**src/rtl/ram_arbiter.sv**
```systemverilog
// Two-port round-robin arbiter in front of a single-port synchronous RAM.
// One transaction is in flight at a time: IDLE (accept) -> ACCESS (drive RAM) -> RESP (complete).
module ram_arbiter #(
   parameter int ADDR_W = 32,
   parameter int DATA_W = 32
) (
   input  logic              clk,
   input  logic              reset,
   input  logic              m0_req,
   input  logic              m1_req,
   input  logic [ADDR_W-1:0] m0_addr,
   input  logic [ADDR_W-1:0] m1_addr,
   input  logic [DATA_W-1:0] m0_wdata,
   input  logic [DATA_W-1:0] m1_wdata,
   input  logic              m0_we,
   input  logic              m1_we,
   output logic              m0_ready,
   output logic              m1_ready,
   output logic              m0_rvalid,
   output logic              m1_rvalid,
   output logic [DATA_W-1:0] m0_rdata,
   output logic [DATA_W-1:0] m1_rdata,
   output logic [ADDR_W-1:0] ram_address,
   output logic [DATA_W-1:0] ram_data_in,
   output logic              ram_write_enable,
   input  logic [DATA_W-1:0] ram_data_out,
   output logic              busy,
   output logic [1:0]        dbg_state
);

   typedef enum logic [1:0] {IDLE = 2'd0, ACCESS = 2'd1, RESP = 2'd2} state_t;

   state_t              state_q, state_d;
   logic                grant_q, grant_d;
   logic                last_q, last_d;
   logic                we_q, we_d;
   logic [ADDR_W-1:0]   addr_q, addr_d;
   logic [DATA_W-1:0]   wdata_q, wdata_d;
   logic                sel;
   logic [DATA_W-1:0]   resp_data;

   always_ff @(posedge clk or negedge reset) begin
      if (!reset) begin
         state_q <= IDLE;
         grant_q <= 1'b0;
         last_q  <= 1'b1;
         we_q    <= 1'b0;
         addr_q  <= '0;
         wdata_q <= '0;
      end else begin
         state_q <= state_d;
         grant_q <= grant_d;
         last_q  <= last_d;
         we_q    <= we_d;
         addr_q  <= addr_d;
         wdata_q <= wdata_d;
      end
   end

   // Ready is gated by reset so nothing is acknowledged while reset is held.
   always_comb begin
      state_d  = state_q;
      grant_d  = grant_q;
      last_d   = last_q;
      we_d     = we_q;
      addr_d   = addr_q;
      wdata_d  = wdata_q;
      sel      = 1'b0;
      m0_ready = 1'b0;
      m1_ready = 1'b0;
      case (state_q)
         IDLE: begin
            if (reset && (m0_req || m1_req)) begin
               sel      = (m0_req && m1_req) ? ~last_q : m1_req;
               m0_ready = ~sel;
               m1_ready = sel;
               grant_d  = sel;
               last_d   = sel;
               we_d     = sel ? m1_we    : m0_we;
               addr_d   = sel ? m1_addr  : m0_addr;
               wdata_d  = sel ? m1_wdata : m0_wdata;
               state_d  = ACCESS;
            end
         end
         ACCESS:  state_d = RESP;
         RESP:    state_d = IDLE;
         default: state_d = IDLE;
      endcase
   end

   assign ram_address      = addr_q;
   assign ram_data_in      = wdata_q;
   assign ram_write_enable = (state_q == ACCESS) && we_q;
   assign busy             = (state_q != IDLE);
   assign dbg_state        = state_q;

   assign m0_rvalid = (state_q == RESP) && !grant_q;
   assign m1_rvalid = (state_q == RESP) &&  grant_q;
   assign resp_data = we_q ? '0 : ram_data_out;
   assign m0_rdata  = m0_rvalid ? resp_data : '0;
   assign m1_rdata  = m1_rvalid ? resp_data : '0;

endmodule

```
**config.mk**
```make
export PLATFORM = sky130hd
export DESIGN_NAME = ram_arbiter
export DESIGN_NICKNAME = d
export VERILOG_FILES = /design/src/rtl/ram_arbiter.sv
export SDC_FILE = /design/constraint.sdc
export NUM_CORES = 1
export LEC_CHECK = 0
export CAP_MARGIN = 20
export CORE_MARGIN = 8
export CORE_UTILIZATION = 31
export CTS_CLUSTER_SIZE = 30
export DETAILED_ROUTE_END_ITERATION = 10
export PLACE_DENSITY = 0.77
export REMOVE_ABC_BUFFERS = 1
export SYNTH_ARGS = -nofsm -noshare
export SYNTH_HDL_FRONTEND = slang
export SYNTH_SLANG_ARGS = --single-unit
```
**constraint.sdc**
```tcl
create_clock -name clk -period 1.5 [get_ports clk]
set_clock_uncertainty 0.1 [all_clocks]
set_input_delay 0.3 -clock clk [delete_from_list [all_inputs] [get_ports clk]]
set_output_delay 0.3 -clock clk [all_outputs]
set_load 0.02 [all_outputs]
```
==> flow_summary.json <==
{
  "drive_gt1_frac": 0.363,
  "cts.clk_slew.worst_paths_ns": 0.06,
  "root_buffer": "clkbuf_16",
  "critPathArrivalTime_ns": 1.69,
  "synth_cell_types": 25,
  "critPathCaptureType": "primary output",
  "worst_pin_slew_ns": 0.922,
  "routed_via_density": 5.32,
  "finalSetupViolCount": 138,
  "place_area_um2": 7290,
  "critPathKind": "reg -> out",
  "nFillCells": 927,
  "max-vdd-ir-drop_mv": 0.588,
  "p_leak_nw": 4.17,
  "clock-sinks": 69,
  "layout_worst_path_cycle_share": 1.39,
  "netlist_area_um2": 4020,
  "path_common_cell": "buf_6",
  "setup_ws_ns": -0.590,
  "crit_chain": "buf_6 > nand3b_1 > buf_6 > buf_16 > nor2_1 > buf_4",
  "crit_buf_inv": 4,
  "final_cell_area_um2": 8890,
  "finalNetCount": 927,
  "yosysWarningCount": 0,
  "synthCells": 424,
  "track_usage": 0.234,
  "synth_top_area_share": 0.423,
  "antenna_left": 0,
  "insertion_delay_ns": 0.33,
  "r2r_start": "dbg_state[0]",
  "grt_setup_unrepaired": "true",
  "floorplan.io_pins": 302,
  "synthTopCellsByArea": "dfrtp_1, a221o_1, nor3_2",
  "initial_core_util": 0.317,
  "dr.pass1.iters": 4,
  "final_max_slew_viol_count": 0,
  "area_growth_pct": 121,
  "hold_buffers": 0,
  "numPortBuffers": 301,
  "dieArea_um2": 16900,
  "fp.coreArea_um2": 12700,
  "synth-seq-cells": 69,
  "min_period_ns": 2.09,
  "fmax_ghz": 0.478,
  "maxCapViolCount": 0,
  "crit_fanout": 16,
  "crit_family": "buffers and inverters",
  "pre_cts_ws_ns": -0.709,
  "slowest_delay_ns": 0.39,
  "violations": "setup timing",
  "startpoint": "dbg_state[0]",
  "crit_required_ns": 1.10,
  "wl_mm": 23.1,
  "pwr_density_cell_nw_per_um2": 1060,
  "htree_levels": 3,
  "drc": 0,
  "cts_buffer_depth": 2,
  "first_iter_violations": 227,
  "hold_viol": 0,
  "status": "complete, but fails checks",
  "grt_overflow_total": 0,
  "tritoncts": "done",
  "grt_pass1_vias": 5210,
  "grt_antenna_before_repair": 1,
  "post_synth.cell_area_avg_um2": 9.49,
  "start_kind": "flop",
  "fp.dieH_um": 130,
  "numCtsBuffers": 9,
  "grt_pass1_wl_mm": 30.1,
  "synth_top_area_cell": "dfrtp_1",
  "grt_max_degree": 70,
  "gp_congestion": 0.962,
  "relSlewSlack": 0.385,
  "crit_slowest_cell": "dfrtp_1",
  "post_drt_wl_per_cell_um": 24.6,
  "fp.dieW_um": 130,
  "dp_hpwl_mm": 13.9,
  "route.vias.total": 4991,
  "std_cell_rows": 41,
  "hold_class": "in -> async",
  "ys_seq_area_frac": 0.430
}
-- registers in the layout, summed over array words and instances, names as in the netlist --
| register | flops |
|---|---|
| ram_address | 32 |
| last_q | 1 |
| dbg_state | 2 |
| grant_q | 1 |
| we_q | 1 |
| ram_data_in | 32 |
-- cells by family after synthesis --
group,share of synthesized area
DFF,0.430
buffers and inverters,0.0684
and+or+nand+nor,0.335
AOI/OAI and AO/OA,0.167
-- worst paths after layout --
check                             endpoint  slack [ns]  depth (start not counted)
max                           m1_rdata[18]       -0.59                          6
min in group clk                   grant_q        0.34                          4
min                        ram_data_in[14]        0.24                          3
max reg2reg                 ram_data_in[4]       -0.43                          6
max in group asynchronous  ram_data_in[29]        0.43                          3
min reg2reg                ram_data_in[21]        0.41                          1
-- per-stage QoR --
step / utilization / power [mW] / hold WS, ns / setup TNS (ns) / instances
2_1_floorplan: - / 4.46 / -0.0956 / -236.60 / 379
3_3_place_gp: 0.575 / 6.68 / 0.395 / -74.65 / 877
3_5_place_dp: 0.575 / 6.74 / 0.398 / -76.65 / 877
4_1_cts: 0.643 / 9.13 / 0.269 / -67.26 / 922
5_1_grt: 0.701 / 9.82 / 0.347 / -64.19 / 939
6_report: 0.701 / 9.43 / 0.237 / -57.48 / 939
-- placed cells by master (no fill, tap or decap), drive strengths merged --
master           n
dlygate4sd2     18
clkdlybuf4s15    3
clkbuf          24
a221o           65
dfstp            1
and3             1
nand2b          33
and2             1
nand3            1
or2              1
or3b             3
clkdlybuf4s50  163
nor2            64
o21a             2
nor3b            1
nand3b           1
inv              4
diode            1
dfrtp           68
dlymetal6s2s    43
nor3            65
o21ai            3
nor2b            2
buf            132
nand2           66
clkinv           1
-- metal layers --
metal  GRT usage  part of all wire  wire (um)  up-vias
li1            -                 -          -     2211
met3      0.0804             0.097       2240       67
met1       0.250              0.36       8420     2416
met2       0.402              0.50      11500      297
met5           0                 0          0        -
met4       0.128             0.040        931        0
-- final cells by class --
class                   instances  area [um^2]  share of cell area
flip-flops and latches         69         1730               0.194
repair buffers                368         4130               0.465
multi-input cells             309         2520               0.283
diodes                          1         2.50            0.000282
clock inverters                 1         5.00            0.000563
well taps                     172          215              0.0242
clock buffers                  15          268              0.0301
inverters                       4         17.5             0.00197
-- worst reg2reg max path, cell delays in order (launching register included) --
cell and delay, ns:
dfrtp_1 0.39, buf_6 0.14, buf_4 0.14, or3b_4 0.49, clkbuf_16 0.22, nor3_2 0.23, a221o_1 0.16
-- synth_stat cells, drive strengths merged --
cell,n
nand3b,1
nor2b,2
inv,4
a221o,65
dfstp,1
and3,1
or3b,2
nor2,64
nand3,1
dfrtp,68
or2,1
o21ai,1
buf,29
and2,1
o21a,2
nand2b,33
nor3b,1
nand2,66
clkbuf,16
nor3,65
-- report_power, final --
part / leakage (nW) / switching, mW / internal [mW] / total [mW]
Combinational: 3.18 / 2.42 / 2.34 / 4.76
Sequential: 0.854 / 0.303 / 2.37 / 2.68
Clock: 0.134 / 0.785 / 1.21 / 2.00
-- what timing repair did --
item / in CTS / in global routing
buffers inserted: 14 / 10
gates cloned: 16 / 15
setup endpoints to repair: 200 / 185
resized for setup: 451 / 166
pin swaps: 4 / 44
(Power assumes the default switching activity.)
